<file path="config.mk">
export PLATFORM = sky130hd
export DESIGN_NAME = alu_exec
export DESIGN_NICKNAME = d
export VERILOG_FILES = /design/src/rtl/alu_pkg.sv /design/src/rtl/alu_mul_iter.sv /design/src/rtl/alu_exec.sv
export SDC_FILE = /design/constraint.sdc
export NUM_CORES = 1
export LEC_CHECK = 0
export BUFFER_PORTS_ARGS = -buffer_cell sky130_fd_sc_hd__buf_2
export CORE_UTILIZATION = 29
export DETAILED_ROUTE_END_ITERATION = 10
export GPL_ROUTABILITY_DRIVEN = 0
export PLACE_DENSITY_LB_ADDON = 0.2
export REMOVE_ABC_BUFFERS = 1
export SYNTH_ARGS = -nofsm -noshare
export SYNTH_HDL_FRONTEND = slang
export SYNTH_SLANG_ARGS = --single-unit
export TNS_END_PERCENT = 10
</file>
<file path="constraint.sdc">
create_clock -name clk -period 5.85 [get_ports clk]
set_input_delay 1.4625 -clock clk [delete_from_list [all_inputs] [get_ports clk]]
set_output_delay 1.4625 -clock clk [all_outputs]
set_load 0.01 [all_outputs]
</file>
<file path="src/rtl/alu_pkg.sv">
// Shared ALU control codes and execute-stage FSM states.
// The ST_MUL state is only reachable when ALU_MUL_EN is defined.
package alu_pkg;

    localparam logic [2:0] ALU_AND = 3'b000;
    localparam logic [2:0] ALU_OR  = 3'b001;
    localparam logic [2:0] ALU_ADD = 3'b010;
    localparam logic [2:0] ALU_MUL = 3'b011;
    localparam logic [2:0] ALU_SUB = 3'b110;
    localparam logic [2:0] ALU_SLT = 3'b111;

    typedef enum logic [1:0] {
        ST_IDLE = 2'd0,
        ST_HOLD = 2'd1,
        ST_MUL  = 2'd2
    } alu_state_e;

endpackage

</file>
<file path="src/rtl/alu_mul_iter.sv">
// Iterative shift-add multiplier, one partial product per cycle for WIDTH cycles.
// Compiled only when ALU_MUL_EN is defined.
`ifdef ALU_MUL_EN
module alu_mul_iter #(
    parameter int WIDTH = 32
) (
    input  logic             clk,
    input  logic             rst,
    input  logic             start,
    input  logic [WIDTH-1:0] a,
    input  logic [WIDTH-1:0] b,
    output logic             busy,
    output logic             done,
    output logic [WIDTH-1:0] product
);

    localparam int CW = $clog2(WIDTH);

    logic [WIDTH-1:0] acc;
    logic [WIDTH-1:0] mcand;
    logic [WIDTH-1:0] mplier;
    logic [CW-1:0]    cnt;
    logic [WIDTH-1:0] step;

    // product is the accumulator after the current step, so it is final while done is high
    assign step    = mplier[0] ? mcand : '0;
    assign product = acc + step;
    assign done    = busy && (cnt == CW'(WIDTH - 1));

    always_ff @(posedge clk) begin
        if (rst) begin
            busy   <= 1'b0;
            acc    <= '0;
            mcand  <= '0;
            mplier <= '0;
            cnt    <= '0;
        end else if (start) begin
            busy   <= 1'b1;
            acc    <= '0;
            mcand  <= a;
            mplier <= b;
            cnt    <= '0;
        end else if (busy) begin
            acc    <= product;
            mcand  <= mcand << 1;
            mplier <= mplier >> 1;
            cnt    <= cnt + 1'b1;
            if (done)
                busy <= 1'b0;
        end
    end

endmodule
`endif

</file>
<file path="src/rtl/alu_exec.sv">
// Execute-stage ALU with valid/ready handshakes on both sides and a registered result/zero flag.
// Define ALU_MUL_EN to enable the iterative multiply for code 011.
module alu_exec
    import alu_pkg::*;
#(
    parameter int WIDTH = 32
) (
    input  logic             clk,
    input  logic             rst,
    input  logic             in_valid,
    output logic             in_ready,
    input  logic [2:0]       alu_control,
    input  logic [WIDTH-1:0] src_a,
    input  logic [WIDTH-1:0] src_b,
    output logic             out_valid,
    input  logic             out_ready,
    output logic [WIDTH-1:0] result,
    output logic             zero
);

    alu_state_e       state, state_next;
    logic [WIDTH-1:0] result_next;
    logic             zero_next;
    logic             accept;
    logic             is_mul;
    logic [WIDTH-1:0] alu_out;
    logic [WIDTH-1:0] sum;
    logic [WIDTH-1:0] diff;
    logic             ovf;

    assign in_ready  = !rst && ((state == ST_IDLE) || ((state == ST_HOLD) && out_ready));
    assign accept    = in_valid && in_ready;
    assign out_valid = (state == ST_HOLD);

    assign sum  = src_a + src_b;
    assign diff = src_a - src_b;
    // signed a<b is sign(a-b) corrected by subtraction overflow
    assign ovf  = (src_a[WIDTH-1] != src_b[WIDTH-1]) && (diff[WIDTH-1] != src_a[WIDTH-1]);

    always_comb begin
        alu_out = '0;
        case (alu_control)
            ALU_AND: alu_out = src_a & src_b;
            ALU_OR:  alu_out = src_a | src_b;
            ALU_ADD: alu_out = sum;
            ALU_SUB: alu_out = diff;
            ALU_SLT: alu_out = {{(WIDTH-1){1'b0}}, diff[WIDTH-1] ^ ovf};
            default: alu_out = '0;
        endcase
    end

`ifdef ALU_MUL_EN
    logic             mul_start;
    logic             mul_busy;
    logic             mul_done;
    logic [WIDTH-1:0] mul_product;

    assign is_mul    = (alu_control == ALU_MUL);
    assign mul_start = accept && is_mul;

    alu_mul_iter #(.WIDTH(WIDTH)) u_mul (
        .clk     (clk),
        .rst     (rst),
        .start   (mul_start),
        .a       (src_a),
        .b       (src_b),
        .busy    (mul_busy),
        .done    (mul_done),
        .product (mul_product)
    );
`else
    assign is_mul = 1'b0;
`endif

    always_comb begin
        state_next  = state;
        result_next = result;
        zero_next   = zero;
        case (state)
            ST_IDLE, ST_HOLD: begin
                if (accept) begin
                    if (is_mul) begin
                        state_next = ST_MUL;
                    end else begin
                        state_next  = ST_HOLD;
                        result_next = alu_out;
                        zero_next   = (alu_out == '0);
                    end
                end else if (state == ST_HOLD && out_ready) begin
                    state_next = ST_IDLE;
                end
            end
`ifdef ALU_MUL_EN
            ST_MUL: begin
                if (mul_done) begin
                    state_next  = ST_HOLD;
                    result_next = mul_product;
                    zero_next   = (mul_product == '0);
                end else if (!mul_busy) begin
                    state_next = ST_IDLE;
                end
            end
`endif
            default: state_next = ST_IDLE;
        endcase
    end

    always_ff @(posedge clk) begin
        if (rst) begin
            state  <= ST_IDLE;
            result <= '0;
            zero   <= 1'b0;
        end else begin
            state  <= state_next;
            result <= result_next;
            zero   <= zero_next;
        end
    end

endmodule

</file>
==> out/results.ini <==
[run_status]
status=finished with violations
violations=setup timing

[place]
hpwl_um=19400
pre_cts_ws_ps=-724
numPortBuffers=105

[power]
p_seq_frac=0.200
ir_worst_vdd_mv=0.114
power_frac_comb=0.585
swShare=0.422
clkPwrFrac=0.215
power.density_mw_per_mm2=149
internal-power_uw=743
p_leak_nw=4.16
p_sw_uw=542

[critical_path]
cp.arrival_ps=6270
endpoint=zero
timing.rr.end=zero
crit_start=src_b[12]
r2r-start=state[0]
ff2ff_setup_slack_ps=3530
crit_path_max_fanout=2
startpoint_type=input pin
reg2reg_depth=8
critical_path_class=in -> reg
cp.required_ps=6070
endpoint_kind=flop

[final_layout]
final-seq-area_um2=681
drive_above_1_share=0.282
n_antenna_cell=0
fill_cells=2344
multi_input_area_mm2=0.00526
final_cell_mix=145 x buf_4, 99 x buf_2, 98 x ha_1, 95 x inv_1, 86 x a21oi_1
syn_to_final_growth_pct=33.7
nets=1292
final_common_cell=buf_4
utilization=0.395

[synthesis]
yosys.area.top_type_share=0.202
synth_compound_area_frac=0.291
ys_warn_count=0
synthSimpleGateAreaFrac=0.214
synth_cells=899
muxShareOfSynthArea=0.0334
synth-seq-cells=34
async_flop_share=0
synth_top_family_by_area=compound AO/OA/AOI/OAI gates
synthAdderAreaFrac=0.211
synth_top_area_cell=ha_1
syn_area_mm2=0.00644
ys.flop_type=dfxtp_1
ys_seq_area_frac=0.106
ys_types=81
synth_edf_count=0
synthXorXnorAreaFrac=0.0353
syn_area_per_cell_um2=7.17
yosys-top-cells-area=ha_1 20%, dfxtp_1 11%, a21oi_1 6.8%

[detailed_routing]
firstDrtPassIters=5
via_count=7466
vias_per_cell=5.35
wl_per_cell_um=17.2
drt-total-wl_um=24000
drt_iter0_drc=491
drc=0
drtAntennaViolNets=0

[global_routing]
grtUsageTotal=0.207
antenna_found_initial=0
grt_pass1_wl_um=37000
grt_pass1_vias=7031
globalRouteOverflowTotal=0
grt_max_degree=56

[floorplanning]
fp.dieArea_mm2=0.0228
start_util=0.295
ioPinCount=106
rows=54
core_mm2=0.0218
die_w_um=151
die_h_um=151

[cts]
cts_buffers=5
cts_max_path_buffers=2
cts_root_buffer=clkbuf_16
clkSinkCount=34
htreeDepth=2
ctsHoldBuffers=0
cts.clk_slew.worst_paths_ps=60
clk_latency_ps=280
cts_tree=built

[timing]
rsz0062_at_grt=yes
fin_skew_ps=9.35
finalSetupViolCount=2
fin_crit_ps=6050
hold_viol_final=0
fin_hold_ws_ps=472
fmax_mhz=165
drv_slew=0
fin_crit_sh=1.03
slew-limit-headroom=0.325
fin_ws_ps=-202
tightest_slew_ps=1010

[job]
drv_cap=0

[hold_path]
worstHoldPathType=reg -> reg

worst max-delay path, stage by stage:
cell      delay [ps]
buf_8            100
inv_6             50
ha_4             200
or4_4            540
or3_4            400
nand2_4           70
o31ai_4           80
o41ai_4          320
a221oi_2         120
o21bai_1         160
a21oi_1           80
nor2_1           120
nor2_1            80
fa_2             380
nand3_2           60
o211ai_1         100
nand2_1          160
nor4b_4          200
nand4_1          140
nor4_2           330
o211ai_1         130
or4b_4           580
nor4_4           140
nand4_1          110
o21ai_1          150
power by group through the flow:
stage / logic, mW / clock network, mW / registers (mW)
3_5_place_dp: 0.690 / 0 / 0.261
3_3_place_gp: 0.691 / 0 / 0.261
6_report: 0.751 / 0.277 / 0.257
2_1_floorplan: 0.383 / 0 / 0.268
5_1_grt: 0.819 / 0.294 / 0.258
4_1_cts: 0.717 / 0.282 / 0.256
registers in the layout, summed over array words and instances (netlist names):
signal and flops:
zero 1, result 32, state 1
how the worst min path moves through the flow:
stage | from | to | slack [ps] | cells past startpoint
6_report | result[3] | result[3] | 470 | 2
3_5_place_dp | result[22] | result[22] | 460 | 2
3_3_place_gp | result[3] | result[3] | 460 | 2
4_1_cts | result[18] | result[18] | 470 | 2
5_1_grt | result[12] | result[12] | 490 | 2
2_1_floorplan | result[10] | result[10] | 490 | 2
cells by family after synthesis:
family | count (synthesis)
muxes | 21
AOI/OAI and AO/OA | 284
buffers and inverters | 158
xor gates and xnor gates | 26
and+or+nand+nor | 269
DFF | 34
adders and majority gates | 107
metrics by stage:
| step | power [mW] | setup TNS, ps | instances | cell area [um2] |
|---|---|---|---|---|
| 3_5_place_dp | 0.952 | -724 | 1367 | 8030 |
| 5_1_grt | 1.37 | -860 | 1395 | 8620 |
| 6_report | 1.28 | -274 | 1395 | 8620 |
| 2_1_floorplan | 0.652 | -107 | 847 | 6140 |
| 4_1_cts | 1.26 | -438 | 1390 | 8370 |
| 3_3_place_gp | 0.952 | -471 | 1367 | 8030 |
cell usage after synthesis (10+ instances only):
library cell  number
ha_1             104
inv_1            103
a21oi_1           88
nor2_1            68
o21ai_0           61
nand2_1           60
dfxtp_1           34
nand3b_1          31
clkbuf_1          27
nand3_1           22
xnor2_1           21
mux2i_1           20
nor3_1            19
a211oi_1          17
o31ai_1           13
o211ai_1          12
nand4_1           11
buf_6             10
nand2b_1          10
or3_1             10
layout make-up:
cell class / count / share of cell area
clock buffers: 6 / 0.0161
multi-input cells: 707 / 0.611
clock inverters: 2 / 0.00145
well taps: 280 / 0.0407
inverters: 106 / 0.0471
repair buffers: 260 / 0.205
flip-flops and latches: 34 / 0.0790
routing by layer:
layer	global-route usage	vias to the layer above	wire length, um
li1	-	3629	-
met5	0	-	0
met2	0.334	284	10700
met3	0.0214	40	1650
met1	0.292	3513	11100
met4	0.0520	0	516
timing repair:
| item | in CTS | in global routing |
|---|---|---|
| pin swaps | 6 | 26 |
| buffers inserted | 15 | 8 |
| endpoints found under the setup margin | 1 | 2 |
| gates resized for setup | 10 | 50 |
Power figures use the tool's default switching activity.
